File: config.mk
export PLATFORM = sky130hd
export DESIGN_NAME = vec_sweep_sequencer_flat
export DESIGN_NICKNAME = d
export VERILOG_FILES = /design/src/rtl/vec_sweep_sequencer_if.sv /design/src/rtl/vec_sweep_sequencer.sv /design/src/flat_wrapper.sv
export SDC_FILE = /design/constraint.sdc
export NUM_CORES = 1
export LEC_CHECK = 0
export ABC_AREA = 0
export CELL_PAD_IN_SITES_DETAIL_PLACEMENT = 1
export CELL_PAD_IN_SITES_GLOBAL_PLACEMENT = 1
export CORE_MARGIN = 2
export CORE_UTILIZATION = 34
export CTS_CLUSTER_SIZE = 12
export DETAILED_ROUTE_END_ITERATION = 12
export PLACE_DENSITY = 0.85
export SETUP_SLACK_MARGIN = 0.05
export SLEW_MARGIN = 20
export SYNTH_ARGS = -nofsm -noshare
export SYNTH_HDL_FRONTEND = slang
export SYNTH_SLANG_ARGS = --single-unit
export TNS_END_PERCENT = 30
File: constraint.sdc
create_clock -name clk -period 1.65 [get_ports clk]
set_input_delay 0.33 -clock clk [delete_from_list [all_inputs] [get_ports clk]]
set_output_delay 0.33 -clock clk [all_outputs]
set_load 0.01 [all_outputs]
File: src/rtl/vec_sweep_sequencer_if.sv
// Control and status bundle for the vector sweep sequencer.
// The slave side is the sequencer; the master side is the harness.
interface vec_sweep_sequencer_if #(
  parameter int DIGITS = 8,
  parameter int CNTW   = 16
) ();
  localparam int VW = 2 * DIGITS;

  logic            start;
  logic            abort;
  logic            mismatch;
  logic [VW-1:0]   vec;
  logic            apply;
  logic            sample;
  logic            busy;
  logic            done;
  logic            aborted;
  logic [CNTW-1:0] fail_count;
  logic [VW-1:0]   first_fail;
  logic            first_fail_valid;

  modport slave (
    input  start, abort, mismatch,
    output vec, apply, sample, busy, done,
    output aborted, fail_count,
    output first_fail, first_fail_valid
  );

  modport master (
    output start, abort, mismatch,
    input  vec, apply, sample, busy, done,
    input  aborted, fail_count,
    input  first_fail, first_fail_valid
  );
endinterface

File: src/rtl/vec_sweep_sequencer.sv
// Steps a four-valued input vector through every combination,
// settles, samples an external mismatch flag and keeps statistics.
module vec_sweep_sequencer #(
  parameter int DIGITS = 8,
  parameter int SETTLE = 4,
  parameter int CNTW   = 16
) (
  input  logic clk,
  input  logic reset,
  vec_sweep_sequencer_if.slave bus
);
  localparam int VW = 2 * DIGITS;
  localparam int SW = (SETTLE == 0) ? 1 : $clog2(SETTLE + 1);
  localparam logic [SW-1:0] SLOAD =
    (SETTLE == 0) ? '0 : SW'(SETTLE - 1);
  localparam logic [CNTW-1:0] CMAX = '1;

  typedef enum logic [2:0] {
    S_IDLE,
    S_APPLY,
    S_SETTLE,
    S_CHECK,
    S_DONE
  } state_e;

  state_e          state_q, state_d;
  logic [VW-1:0]   vec_q, vec_d;
  logic [SW-1:0]   cnt_q, cnt_d;
  logic [CNTW-1:0] fc_q, fc_d;
  logic [VW-1:0]   ff_q, ff_d;
  logic            ffv_q, ffv_d;
  logic            ab_q, ab_d;
  logic            apply_q, sample_q;
  logic            busy_q, done_q;
  logic            in_busy;

  assign in_busy = (state_q == S_APPLY) ||
                   (state_q == S_SETTLE) ||
                   (state_q == S_CHECK);

  always_comb begin
    state_d = state_q;
    vec_d   = vec_q;
    cnt_d   = cnt_q;
    fc_d    = fc_q;
    ff_d    = ff_q;
    ffv_d   = ffv_q;
    ab_d    = ab_q;
    // abort beats CHECK, so a mismatch in that cycle is dropped
    if (in_busy && bus.abort) begin
      state_d = S_DONE;
      ab_d    = 1'b1;
    end else begin
      unique case (state_q)
        S_IDLE, S_DONE: begin
          if (bus.start) begin
            state_d = S_APPLY;
            vec_d   = '0;
            fc_d    = '0;
            ff_d    = '0;
            ffv_d   = 1'b0;
            ab_d    = 1'b0;
          end
        end
        S_APPLY: begin
          cnt_d   = SLOAD;
          state_d = (SETTLE > 0) ? S_SETTLE : S_CHECK;
        end
        S_SETTLE: begin
          if (cnt_q == '0) begin
            state_d = S_CHECK;
          end else begin
            cnt_d = cnt_q - 1'b1;
          end
        end
        S_CHECK: begin
          if (bus.mismatch) begin
            if (fc_q != CMAX) begin
              fc_d = fc_q + 1'b1;
            end
            if (!ffv_q) begin
              ff_d  = vec_q;
              ffv_d = 1'b1;
            end
          end
          if (&vec_q) begin
            state_d = S_DONE;
          end else begin
            vec_d   = vec_q + 1'b1;
            state_d = S_APPLY;
          end
        end
        default: state_d = S_IDLE;
      endcase
    end
  end

  always_ff @(posedge clk) begin
    if (reset) begin
      state_q  <= S_IDLE;
      vec_q    <= '0;
      cnt_q    <= '0;
      fc_q     <= '0;
      ff_q     <= '0;
      ffv_q    <= 1'b0;
      ab_q     <= 1'b0;
      apply_q  <= 1'b0;
      sample_q <= 1'b0;
      busy_q   <= 1'b0;
      done_q   <= 1'b0;
    end else begin
      state_q  <= state_d;
      vec_q    <= vec_d;
      cnt_q    <= cnt_d;
      fc_q     <= fc_d;
      ff_q     <= ff_d;
      ffv_q    <= ffv_d;
      ab_q     <= ab_d;
      apply_q  <= (state_d == S_APPLY);
      sample_q <= (state_d == S_CHECK);
      busy_q   <= (state_d == S_APPLY) ||
                  (state_d == S_SETTLE) ||
                  (state_d == S_CHECK);
      done_q   <= (state_d == S_DONE);
    end
  end

  assign bus.vec              = vec_q;
  assign bus.apply            = apply_q;
  assign bus.sample           = sample_q;
  assign bus.busy             = busy_q;
  assign bus.done             = done_q;
  assign bus.aborted          = ab_q;
  assign bus.fail_count       = fc_q;
  assign bus.first_fail       = ff_q;
  assign bus.first_fail_valid = ffv_q;
endmodule

File: src/flat_wrapper.sv
// flat-port wrapper written by rule: the top's interface ports become plain ports
module vec_sweep_sequencer_flat 
#(
  parameter int DIGITS = 8,
  parameter int SETTLE = 4,
  parameter int CNTW   = 16
)
  (clk, reset, bus_start, bus_abort, bus_mismatch, bus_vec, bus_apply, bus_sample, bus_busy, bus_done, bus_aborted, bus_fail_count, bus_first_fail, bus_first_fail_valid);
  vec_sweep_sequencer_if #(.DIGITS(DIGITS), .CNTW(CNTW)) bus_i ();
  input  logic clk;
  input  logic reset;
  input wire logic [$bits(bus_i.start)-1:0] bus_start;
  input wire logic [$bits(bus_i.abort)-1:0] bus_abort;
  input wire logic [$bits(bus_i.mismatch)-1:0] bus_mismatch;
  output wire logic [$bits(bus_i.vec)-1:0] bus_vec;
  output wire logic [$bits(bus_i.apply)-1:0] bus_apply;
  output wire logic [$bits(bus_i.sample)-1:0] bus_sample;
  output wire logic [$bits(bus_i.busy)-1:0] bus_busy;
  output wire logic [$bits(bus_i.done)-1:0] bus_done;
  output wire logic [$bits(bus_i.aborted)-1:0] bus_aborted;
  output wire logic [$bits(bus_i.fail_count)-1:0] bus_fail_count;
  output wire logic [$bits(bus_i.first_fail)-1:0] bus_first_fail;
  output wire logic [$bits(bus_i.first_fail_valid)-1:0] bus_first_fail_valid;
  assign bus_i.start = bus_start;
  assign bus_i.abort = bus_abort;
  assign bus_i.mismatch = bus_mismatch;
  assign bus_vec = bus_i.vec;
  assign bus_apply = bus_i.apply;
  assign bus_sample = bus_i.sample;
  assign bus_busy = bus_i.busy;
  assign bus_done = bus_i.done;
  assign bus_aborted = bus_i.aborted;
  assign bus_fail_count = bus_i.fail_count;
  assign bus_first_fail = bus_i.first_fail;
  assign bus_first_fail_valid = bus_i.first_fail_valid;
  vec_sweep_sequencer #(.DIGITS(DIGITS), .SETTLE(SETTLE), .CNTW(CNTW)) u_core (.clk(clk), .reset(reset), .bus(bus_i));
endmodule
Word-level counts from Yosys, hierarchy flattened
Cells that the tools add are included.
- register bits after elaboration: 60
- input port bits: 5
- output and inout bits: 54
- word-level logic and storage cells: 70
- $add $sub $neg: 3
- equal/unequal tests: 15
- mux-type cells: 21
- bitwise operators: 1
- reduce and logical (&&, ||, !) cells: 19
- operators with widths (kind ; count):
    2-to-1 mux 16 bit ; 6
    case mux 16 bit (2 select lines) ; 3
    adder 16 x 1 -> 16 bit (second input constant) ; 2
    inequality test 16 bit (second input constant) ; 1
    AND reduction 16 bit ; 1
    2-to-1 mux 3 bit ; 5
    == test 3 x 2 -> 1 bit (second input constant) ; 4
    inequality test 2 bit (second input constant) ; 6
    case mux 3 bit (4 select lines) ; 1
    AND reduction 5 bit ; 2
    AND reduction 4 bit ; 2
    nonzero test 2 bit ; 4
    == test 3 x 1 -> 1 bit (second input constant) ; 2
    == test 3 bit (second input constant) ; 2
    logical NOT 3 bit ; 2
    case mux 3 bit (2 select lines) ; 1
    logical OR 1 bit ; 4
    2-to-1 mux 1 bit ; 4
    AND reduction 3 bit ; 1
    subtractor 3 x 1 -> 3 bit (second input constant) ; 1
    case mux 1 bit (2 select lines) ; 1
    AND reduction 2 bit ; 1
    OR reduction 2 bit ; 1
    logical AND 1 bit ; 1
    NOT 1 bit ; 1

Logic depth before layout (Yosys ltp)
Gate-level depths: netlist of the first run.
- depth after elaboration: 8
- gate-level depth with buffers: 7
- mapped depth without buffers: 7

Worst setup path after synthesis of the first run
Ideal clock, no wire load.
- path type: flip-flop to flip-flop
- start: register u_core.fc_q[0] (netlist: u_core.bus.fail_count[0])
- end: register u_core.fc_q[2] (netlist: u_core.bus.fail_count[2])
- data arrival time: 1682 ps
- required time: 1534 ps
- setup slack: -148 ps
- cell stages (with the launch flop): 6
- buffers on the path: 0
- period minus slack after synthesis: 1798 ps
- path through: dfxtp_1 -> ha_1 -> nand4b_1 -> nor4_4 -> a21oi_2 -> a31o_2
- word-level cells in the longest chain between the ends: 4
- elaborated cells between the ends (all ways): 7
- classes of those cells: 1 x add/sub; 2 x eq/ne; 3 x mux; 1 x reduce/logical
- ends and longest elaborated chain (what ; RTL line ; text):
    start, declared ; vec_sweep_sequencer.sv:29 ; logic [CNTW-1:0] fc_q, fc_d;
    start signal, assigned ; vec_sweep_sequencer.sv:103 ; fc_q <= '0;
    start signal, assigned ; vec_sweep_sequencer.sv:115 ; fc_q <= fc_d;
    adder 16 x 1 -> 16 bit ; vec_sweep_sequencer.sv:79 ; fc_d = fc_q + 1'b1;
    2-to-1 mux 16 bit ; vec_sweep_sequencer.sv:78 ; if (fc_q != CMAX) begin
    2-to-1 mux 16 bit ; vec_sweep_sequencer.sv:77 ; if (bus.mismatch) begin
    case mux 16 bit (2 select lines) ; vec_sweep_sequencer.sv:54 ; unique case (state_q)
Several ways; a longest one is shown, not always the timed one. The select of a mux whose other input is x is not followed.
A chain may end at the register's enable or synchronous reset.

Worst setup path in the final report of the first run
- start: register u_core.state_q[2]
- end: register u_core.ff_q[11] (netlist: u_core.bus.first_fail[11])
- word-level cells in the longest chain between the ends: 6
- elaborated cells between the ends (all ways): 16
- classes of those cells: 7 x eq/ne; 1 x mux; 1 x bitwise; 7 x reduce/logical
- ends and longest elaborated chain (what ; RTL line ; text):
    start, declared ; vec_sweep_sequencer.sv:26 ; state_e state_q, state_d;
    start signal, assigned ; vec_sweep_sequencer.sv:112 ; state_q <= state_d;
    parallel branches: the longest is 6 deep, another holds AND reduction 5 bit ; - ;
    end signal, assigned ; vec_sweep_sequencer.sv:104 ; ff_q <= '0;
    end signal, assigned ; vec_sweep_sequencer.sv:116 ; ff_q <= ff_d;
    end, declared ; vec_sweep_sequencer.sv:30 ; logic [VW-1:0] ff_q, ff_d;
Several ways; the timed one is not identified.

==> summary.md, run 1 <==
| Metric | Value |
|---|---|
| Outcome | finished with violations |
| Failing checks | setup timing |
| Internal power | 2560 µW |
| Part of the power in combinational logic | 13.7% |
| Top-count cell post-synth | dfxtp_1 |
| Yosys top cell area share | 42.4% |
| Initial core utilization | between 30% and 40% |
| H-tree depth | 3 |
| Sw Share | about a quarter |
| Total wire length | roughly 13,000 µm |
| Final Non-Filler Cells | roughly 600 |
| Final Wtd Congestion | about 0.8 |
| Critical path required time | a little under 2000 ps |
| EDFF count, synth | 0 |
| Largest net degree at the start of global routing | 20 |
| Fmax | approximately 0.54 GHz |
| DRC | 0 |
| Inserted Clock Buffers | 9 |
| Tot Pwr | approximately 3500 µW |
| Worst hold path type | flip-flop to flip-flop |
| CTS max path bufs | 2 |
| Critical Path AT | roughly 2100 ps |
| Min cycle time layout | ~1900 ps |
| Crit end category | flip-flop |
| Clock sinks | 60 |
| Inst Count DP | ~550 |
| Core Region | just over 0.008 mm² |
| Clock power frac | between 40% and 50% |
| CTS clk-pin slew, worst paths | ~70 ps |
| Row cnt | 33 |
| Crit-path max cell delay | about 360 ps |
| Crit Path Class | flip-flop to flip-flop |
| Detailed Routing Iterations Pass 1 | 4 |
| Share of layout cells above drive strength 1 | just over 40% |
| Post-synth top cells | dfxtp_1 (60), nor2_1 (41), nand2_1 (36), a21oi_1 (33), nand3_1 (30) |
| Worst skew pair latency | around 360 ps |
| Synth area leader | dfxtp_1 |
| # IOs | between 50 and 60 |
| CTS tree | yes |
| Yosys warns | 0 |
| Vias in the first global route | 3,270 |
| Initial antenna violation count | 0 |
| Ordered cell list for the critical path | buf_6, and4bb_4, a21oi_4, buf_6, a21oi_4, clkbuf_16, nand3_1, a21oi_1 |
| Cell Area, Placed | about 0.0040 mm² |
| Root Driver | clkbuf_8 |
| Post-Syn Nets | around 340 |
| Setup TNS Final | -3900 ps |
| Worst slew pin tran | roughly 550 ps |
| Vias per cell | 5.68 |
| Final worst slack | -200 ps |
| Leak pwr | a little over 0.002 µW |
| RSZ-0062 raised after global routing | yes |
| Horiz. Die Dim | approximately 95 µm |
| Final hold viol count | 0 |
| Max Slew Vio Count | 0 |
| Max Fanout on Critical Path | 8 |
| Port bufs | 58 |
| Seq/Total Area, Yosys | around 42% |
| Crit path launch type | flip-flop |
| First-pass GRT wire length | between 15,000 and 20,000 µm |
| Main synth FF type | dfxtp_1 |
| Post-Place Setup Slack | -608 ps |
| Seq cells post-synth | 60 |
| # fillers | about 900 |
| Antenna diodes | 0 |
| Netlist cell types | 51 |
| Mapped Cells | roughly 330 |
| DRT iter0 DRCs | 136 |
| PD cells | about 720 mW/mm² |
| Psw | between 900 and 1000 µW |
| Async set-reset flop share out of synthesis | 0% |
| Max cap viols | 0 |
| Endpoints failing setup | between 40 and 50 |
| Vias | 3,329 |
| Cell Area, Synth | 0.00284 mm² |
| Part of the cycle the worst path needs | 112% |
| Area growth syn-to-layout | 69.4% |
| VDD IR max | 561 µV |
| Synth area leaders | dfxtp_1 (42%), a21oi_1 (5.8%), nor2_1 (5.4%) |
| Die area | 0.00908 mm² |
| Avg Inst Size Synth | 8.51 µm² |
| Sequential share of power | between 40 and 50% |
| Dpl hpwl | between 7000 and 8000 µm |
| GRT overflow | 0 |
| Slew margin rel. | between 60% and 70% |
| Post-route antenna net violation count | 0 |
| Final instance area | slightly below 0.005 mm² |
| Die height | 95.3 µm |
| Post-DR wirelength/cell | 22.3 µm |
| GRT Util Overall | 24.4% |
| NumNets Final | slightly below 500 |
| Layout Skew | 9.37 ps |
| Critical-path top delay cell | and4bb_4 |
[state kept, by name, summed over array words and instances (netlist names)]
signal / cells
u_core.state_q: 3
u_core.bus.sample: 1
u_core.bus.done: 1
u_core.cnt_q: 3
u_core.bus.apply: 1
u_core.bus.first_fail: 16
u_core.bus.vec: 16
u_core.bus.busy: 1
u_core.bus.aborted: 1
u_core.bus.fail_count: 16
u_core.bus.first_fail_valid: 1
[layout make-up]
cell class | instances | area (µm²) | area share [%]
Timing Repair Buffer | 148 | 1310 | 27.2
Sequential cell | 60 | 1240 | 25.8
Multi-Input combinational cell | 253 | 1900 | 39.5
Clock buffer | 11 | 141 | 2.94
Inverter | 4 | 15.0 | 0.313
Clock inverter | 5 | 75.1 | 1.56
Tap cell | 105 | 131 | 2.74
[layout by cell type (no fill, tap or decap), drive strengths merged, types with 2 or more instances in the layout]
cell type,synthesis,layout
ha,4,4
or2,3,3
o21ai,6,6
and2,4,4
bufinv,0,2
nand3,30,30
nor2b,5,5
clkbuf,5,12
dlygate4sd2,0,35
or3,3,3
nand4,4,4
nor4,7,7
and4,4,4
buf,11,89
nand2,36,36
clkinv,0,3
a211oi,8,8
o31ai,2,2
xnor2,16,16
a21oi,36,36
inv,4,4
a41o,4,4
nor3,5,5
a21o,2,2
nor3b,2,2
nor2,41,41
or4,2,2
and3,3,3
clkdlybuf4s50,0,15
dlymetal6s2s,0,8
nand2b,2,2
a31oi,6,6
a31o,4,4
nor4b,2,2
dfxtp,60,60
[final timing paths]
path	start	end	slack [ps]	cells past startpoint
setup / recovery	u_core.state_q[2]	u_core.bus.first_fail[11]	-200	8
hold / removal	u_core.bus.first_fail[4]	u_core.bus.first_fail[4]	460	2
setup reg to reg	u_core.state_q[2]	u_core.bus.first_fail[11]	-200	8
hold reg to reg	u_core.bus.first_fail[4]	u_core.bus.first_fail[4]	460	2
[layer usage]
| layer | wire [µm] | GRT usage [%] | share of wire [%] |
|---|---|---|---|
| met5 | 0 | 0 | 0 |
| met4 | 556 | 10.0 | 4.3 |
| met3 | 629 | 5.69 | 4.8 |
| met2 | 6810 | 44.0 | 52 |
| met1 | 5080 | 27.6 | 39 |
[timing repair]
item                                    CTS  global route
setup buffers                             7            16
endpoints found under the setup margin   89            66
pin swaps                                12            55
hold buffers                              0             0
gates resized for setup                  63            86
gates cloned                              0             1
[metrics by stage]
stage / utilization, % / hold slack, ps
floorplan: - / 463
global placement: 49.2 / 440
detailed placement: 49.2 / 447
CTS: 52.8 / 455
global route: 59.1 / 494
finish: 59.1 / 462
[cells by family (layout without fill, tap and decap cells)]
group	after synthesis	count (layout)	share of synthesized area, %
AO/OA/AOI/OAI	73	73	17.1
XOR/XNOR	17	17	5.25
adder cells (fa/ha/maj)	4	4	1.77
buffers and inverters	20	168	3.75
flip-flops	60	60	42.4
multiplexers	2	2	0.750
AND/OR/NAND/NOR	157	157	29.0
[power groups by stage]
stage               clock network (µW)  logic (µW)  registers [µW]
floorplan                            0         179            1520
global placement                     0         321            1520
detailed placement                   0         336            1520
CTS                               1510         353            1490
global route                      1590         497            1490
finish                            1520         476            1490
[critical path: cells and delay by family, from the launching register on]
family | cells | cell delay (ps)
AOI/OAI and AO/OA | 3 | 510
buffers and inverters | 3 | 450
DFF | 1 | 340
and+or+nand+nor | 2 | 480
Power figures use the tool's default switching activity.
==> run 2: changes to the inputs <==
--- a/config.mk
+++ b/config.mk
@@ -9,10 +9,11 @@
 export CELL_PAD_IN_SITES_DETAIL_PLACEMENT = 1
 export CELL_PAD_IN_SITES_GLOBAL_PLACEMENT = 1
 export CORE_MARGIN = 2
-export CORE_UTILIZATION = 34
+export CORE_UTILIZATION = 42
 export CTS_CLUSTER_SIZE = 12
 export DETAILED_ROUTE_END_ITERATION = 12
-export PLACE_DENSITY = 0.85
+export DONT_BUFFER_PORTS = 1
+export PLACE_DENSITY = 0.84
 export SETUP_SLACK_MARGIN = 0.05
 export SLEW_MARGIN = 20
 export SYNTH_ARGS = -nofsm -noshare
==> run 2 against run 1 <==
Net effect:
- the flow still finishes with violations (setup timing)
- sequential share of layout area is 3.4 points higher
- core utilization is 6.7 points higher
- fmax is 1.5% lower
- critical endpoint is now u_core.bus.fail_count[1]
- non-clock buffer count is 57 lower
- sequential power hardly changed
- largest cell class unchanged
- die area is 18% lower
- combinational power is 12% lower
==> summary.md, run 2 (synthesized netlist as in run 1, its figures left out) <==
| Metric | Value |
|---|---|
| Total wire length | 14,200 µm (+8.5%) |
| Root Driver | clkbuf_8 |
| CTS tree | yes |
| Die height | 86.2 µm (-9.6%) |
| DRT iter0 DRCs | 326 (+140%) |
| Crit path launch type | flip-flop |
| Row cnt | 29 (-12%) |
| Layout Skew | 17.2 ps (+7.87 ps) |
| DRC | 0 (unchanged) |
| Vias | 3,303 (-0.78%) |
| GRT Util Overall | 31.8% (+7.4 points) |
| Post-route antenna net violation count | 0 (unchanged) |
| Reg area | 0.00123 mm² (-0.71%) |
| Area of the multi-input gates | 0.00190 mm² (+0.20%) |
| Antenna diodes | 0 (unchanged) |
| PD cells | 789 mW/mm² (+8.9%) |
| Min cycle time layout | 1880 ps (+28.8 ps) |
| Share of layout cells above drive strength 1 | 44.8% (+3.6 points) |
| Vias in the first global route | 3,359 (+2.7%) |
| Vias per cell | 6.59 (+16%) |
| Crit end category | flip-flop |
| RSZ-0062 raised after global routing | yes |
| Final hold viol count | 0 (unchanged) |
| Post-DR wirelength/cell | 28.3 µm (+27%) |
| Endpoints failing setup | 52 (+21%) |
| Critical path required time | 1910 ps (-20 ps) |
| VDD IR max | 711 µV (+27%) |
| Slew margin rel. | 69.0% (+5.8 points) |
| Final Wtd Congestion | 0.814 (-0.55%) |
| # fillers | 705 (-22%) |
| Max cap viols | 0 (unchanged) |
| R2R setup slack | -230 ps (-30 ps) |
| Worst hold path type | input port to flip-flop |
| H-tree depth | 3 (unchanged) |
| Core Region | 0.00642 mm² (-21%) |
| Max Slew Vio Count | 0 (unchanged) |
| Inserted Clock Buffers | 9 (unchanged) |
| Clock sinks | 60 (unchanged) |
| CTS clk-pin slew, worst paths | 70 ps (about the same) |
| Part of the cycle the worst path needs | 114% (+1.7 points) |
| Max Fanout on Critical Path | 7 (-1) |
| Setup TNS Final | -4990 ps (-1100 ps) |
| Initial antenna violation count | 0 (unchanged) |
| Detailed Routing Iterations Pass 1 | 5 (+1) |
| Outcome | finished with violations |
| First-pass GRT wire length | 18,100 µm (+7.4%) |
| Final worst slack | -229 ps (-28.8 ps) |
| Cell Area, Placed | 0.00335 mm² (-16%) |
| Dpl hpwl | 6460 µm (-9.4%) |
| Die area | 0.00742 mm² (-18%) |
| Final instance area | 0.00422 mm² (-12%) |
| GRT overflow | 0 (unchanged) |
| Leak pwr | 0.00157 µW (-24%) |
| Highest-count cells in the layout ignoring fill and taps | buf_4 (77), dfxtp_1 (44), nor2_1 (39) |
| CTS max path bufs | 2 (unchanged) |
| Horiz. Die Dim | 86.2 µm (-9.6%) |
| Most common cell after layout, fill and taps aside | buf_4 |
| NumNets Final | 429 (-12%) |
| Critical Path AT | 2140 ps (about the same) |
| Worst slew pin tran | 463 ps (-83.6 ps) |
| # IOs | 59 (unchanged) |
| Largest net degree at the start of global routing | 33 (+65%) |
| Fmax | 0.532 GHz (-1.5%) |
| Crit Path Class | flip-flop to flip-flop |
| Worst skew pair latency | 360 ps (about the same) |
| Initial core utilization | 44.1% (+9.3 points) |
| Area growth syn-to-layout | 48.9% |
| Port bufs | 0 (-100%) |
| Failing checks | setup timing |
==> run 2: metrics by stage <==
stage                     setup slack, ps  instances  util (%)  power, µW  hold slack [ps]
after floorplan                     0.805        333         -       1700              463
after global placement              -58.7        454      52.2       1780              402
after detailed placement             -133        454      52.2       1790              406
after CTS                           -20.9        484      59.9       3220             36.0
after global routing                 -310        501      65.7       3400             41.8
final                                -229        501      65.7       3330             44.5
==> run 2: metal layers <==
layer / share of wire, % / GRT usage [%] / wire length [µm] / vias up
met3: 8.1 / 11.6 / 1150 / 65
met2: 49 / 52.6 / 6950 / 211
met5: 0 / 0 / 0 / -
met4: 4.2 / 16.9 / 598 / 0
met1: 39 / 35.6 / 5490 / 1657
li1: - / - / - / 1370
==> run 2: report_power, final <==
group / switching [µW] / leakage (µW) / internal [µW]
clock network: 603 / 0.000103 / 815
logic: 243 / 0.000976 / 176
registers: 26.7 / 0.000494 / 1470
total: 873 / 0.00157 / 2460
==> run 2: layout make-up <==
cell class,count,area share (%)
clock inverters,1,0.712
well taps,77,2.28
clock buffers,14,4.09
inverters,4,0.356
flip-flops and latches,60,29.2
multi-input cells,254,45.0
repair buffers,91,18.4
==> run 2: repair_timing <==
item | CTS | global route
gates cloned | 2 | 0
setup buffers | 13 | 17
gates resized for setup | 47 | 53
hold buffers | 0 | 0
setup endpoints to repair | 50 | 54
pin swaps | 30 | 34
==> run 2: worst paths after layout <==
path / to / depth (start not counted) / from
hold reg to reg: u_core.bus.first_fail[2] / 2 / u_core.bus.first_fail[2]
setup reg to reg: u_core.bus.fail_count[1] / 7 / u_core.bus.fail_count[1]
setup / recovery: u_core.bus.fail_count[1] / 7 / u_core.bus.fail_count[1]
hold / removal: u_core.cnt_q[0] / 1 / reset
==> run 2: worst max-delay path: stages, from the launching register on <==
cell and delay (ps):
dfxtp_4 390, ha_4 190, nand4b_1 190, nor4_4 390
buf_4 180, a21oi_4 90, nand2b_4 170, a21oi_1 190
==> run 3: changes to the inputs <==
--- a/config.mk
+++ b/config.mk
@@ -9,11 +9,11 @@
 export CELL_PAD_IN_SITES_DETAIL_PLACEMENT = 1
 export CELL_PAD_IN_SITES_GLOBAL_PLACEMENT = 1
 export CORE_MARGIN = 2
-export CORE_UTILIZATION = 42
+export CORE_UTILIZATION = 34
 export CTS_CLUSTER_SIZE = 12
 export DETAILED_ROUTE_END_ITERATION = 12
-export DONT_BUFFER_PORTS = 1
-export PLACE_DENSITY = 0.84
+export MAX_ROUTING_LAYER = met4
+export PLACE_DENSITY = 0.85
 export SETUP_SLACK_MARGIN = 0.05
 export SLEW_MARGIN = 20
 export SYNTH_ARGS = -nofsm -noshare
==> constraint.sdc (replaced) <==
create_clock -name clk -period 1.65 [get_ports clk]
set_input_delay 0.2475 -clock clk [delete_from_list [all_inputs] [get_ports clk]]
set_output_delay 0.2475 -clock clk [all_outputs]
set_load 0.01 [all_outputs]
==> run 3 against run 2 <==
Net effect:
- the flow still finishes with violations (setup timing)
- first-iteration DRC count down 41%
- clock power down 11%
- count of clock-buffer cells in the layout down 2
- largest cell class unchanged
- register-to-register slack worse by 50 ps
- power down 3.3%
- wire length down 9.6%
- worst setup slack worse by 46 ps
- highest routed layer unchanged
- global-route usage down 7.0 points
- via count up 2.4%
- largest power group unchanged
==> summary.md, run 3 (synthesized netlist as in run 1, its figures left out) <==
| Metric | Value |
|---|---|
| Outcome | finished with violations |
| Sequential share of power | 46.2% (+1.4 points) |
| DRT iter0 DRCs | 191 (-41%) |
| Post-DR wirelength/cell | 21.9 µm (-23%) |
| Crit Path Class | flip-flop to flip-flop |
| Total wire length | 12,800 µm (-9.6%) |
| CTS tree | yes |
| Critical Path AT | 2180 ps (+40 ps) |
| Endpoints failing setup | 35 (-33%) |
| Crit path launch type | flip-flop |
| DRC | 0 (unchanged) |
| Post-route antenna net violation count | 0 (unchanged) |
| Final hold viol count | 0 (unchanged) |
| PD cells | 671 mW/mm² (-15%) |
| Worst hold path type | flip-flop to flip-flop |
| Cell mode on critical path | buf_6 |
| Row cnt | 33 (+14%) |
| Inserted Clock Buffers | 9 (unchanged) |
| Detailed Routing Iterations Pass 1 | 5 (unchanged) |
| Critical-path top delay cell | or4_1 |
| Ordered cell list for the critical path | nand4_1, nor3_4, buf_6, buf_6, a31o_4, or4_1, a21oi_1 |
| Area of the multi-input gates | 0.00190 mm² (+0.20%) |
| Die height | 95.3 µm (+11%) |
| # fillers | 925 (+31%) |
| Part of the cycle the worst path needs | 117% (+2.8 points) |
| Critical path required time | 1900 ps (about the same) |
| Core Region | 0.00813 mm² (+27%) |
| Die area | 0.00908 mm² (+22%) |
| Most common cell after layout, fill and taps aside | buf_4 |
| Min cycle time layout | 1930 ps (+46.5 ps) |
| Max cap viols | 0 (unchanged) |
| Final Wtd Congestion | 0.843 (+3.6%) |
| Initial core utilization | 34.9% (-9.3 points) |
| Tot Pwr | 3220 µW (-3.3%) |
| Part of the power in combinational logic | 14.7% (+2.1 points) |
| Hold buffers post-CTS | 0 (unchanged) |
| Port bufs | 58 (+58) |
| Root Driver | clkbuf_8 |
| CTS clk-pin slew, worst paths | 80 ps (about the same) |
| Setup TNS Final | -1590 ps (+3410 ps) |
| Max Slew Vio Count | 0 (unchanged) |
| Leak pwr | 0.00201 µW (+28%) |
| Initial antenna violation count | 0 (unchanged) |
| Layout Skew | 12.2 ps (-5.06 ps) |
| Reg area | 0.00123 mm² (+0.10%) |
| GRT Util Overall | 24.8% (-7.0 points) |
| RSZ-0062 raised after global routing | yes |
| Vias | 3,383 (+2.4%) |
| Clock power frac | 39.1% (-3.5 points) |
| Dpl hpwl | 6840 µm (+5.7%) |
| Crit-path max cell delay | 430 ps (+40 ps) |
| Final instance area | 0.00480 mm² (+14%) |
| First-pass GRT wire length | 16,700 µm (-7.6%) |
| Vias in the first global route | 3,358 (-0.030%) |
| Max Fanout on Critical Path | 5 (-2) |
| Psw | 899 µW (+3.0%) |
| Post-Route Utilization | 59.0% (-6.7 points) |
| Worst slew pin tran | 556 ps (+93.7 ps) |
| Sw Share | 27.9% (+1.7 points) |
| Highest-count cells in the layout ignoring fill and taps | buf_4 (75), dfxtp_1 (43), nor2_1 (38) |
| Horiz. Die Dim | 95.3 µm (+11%) |
| Vias per cell | 5.77 (-12%) |
| Area growth syn-to-layout | 69.3% |
| Worst skew pair latency | 350 ps (about the same) |
| VDD IR max | 406 µV (-43%) |
| NumNets Final | 487 (+14%) |
| Slew margin rel. | 62.8% (-6.3 points) |
| Clock sinks | 60 (unchanged) |
| Cell Area, Placed | 0.00397 mm² (+18%) |
| Largest net degree at the start of global routing | 20 (-39%) |
| Share of layout cells above drive strength 1 | 40.3% (-4.5 points) |
| Fmax | 0.519 GHz (-2.4%) |
| Crit end category | flip-flop |
| GRT overflow | 0 (unchanged) |
| CTS max path bufs | 2 (unchanged) |
| H-tree depth | 3 (unchanged) |
| Internal power | 2320 µW (-5.5%) |
| Final worst slack | -275 ps (-46.5 ps) |
| # IOs | 59 (unchanged) |
| Failing checks | setup timing |
| Post-Place Setup Slack | -475 ps (-342 ps) |
| Antenna diodes | 0 (unchanged) |
-- run 3: critical path, delay by kind of cell (launching register included) --
kind                   cells  cell delay [ps]
and+or+nand+nor            3              710
AOI/OAI and AO/OA          2              500
DFF                        1              340
buffers and inverters      2              250
-- run 3: cell type report --
type | count | share of cell area [%]
Multi-Input combinational cell | 255 | 39.6
Tap cell | 105 | 2.74
Clock buffer | 12 | 3.44
Clock inverter | 2 | 0.208
Sequential cell | 60 | 25.7
Inverter | 4 | 0.313
Timing Repair Buffer | 148 | 28.0
-- run 3: through the flow --
stage,hold WS (ps),cells
finish,460,586
global route,490,586
CTS,458,576
detailed placement,448,542
global placement,440,542
floorplan,408,333
-- run 3: final timing paths --
check                            start                         to  slack, ps  cells past startpoint
max                  u_core.bus.vec[6]          u_core.bus.vec[7]       -280                      7
min          u_core.bus.first_fail[11]  u_core.bus.first_fail[11]        460                      2
max reg2reg          u_core.bus.vec[6]          u_core.bus.vec[7]       -280                      7
min reg2reg  u_core.bus.first_fail[11]  u_core.bus.first_fail[11]        460                      2
-- run 3: power groups by stage --
stage | Clock (µW) | Combinational [µW] | Sequential (µW)
after floorplan | 0 | 179 | 1520
after global placement | 0 | 313 | 1520
after detailed placement | 0 | 329 | 1520
after CTS | 1250 | 370 | 1480
after global routing | 1330 | 493 | 1490
final | 1260 | 473 | 1490
-- run 3: per-layer routing --
layer  up-vias  GRT usage [%]  wire, µm
met4         0           9.06       548
met1      1674           27.9      4920
met3        57           5.14       687
met2       164           43.4      6680
met5         -              -         0
li1       1488              -         -
-- run 3: repair_timing --
action                     CTS  global route
cloned                       2             2
setup buffers               18            11
resized for setup           70            62
setup endpoints to repair   74            66
pin swaps                   29            61
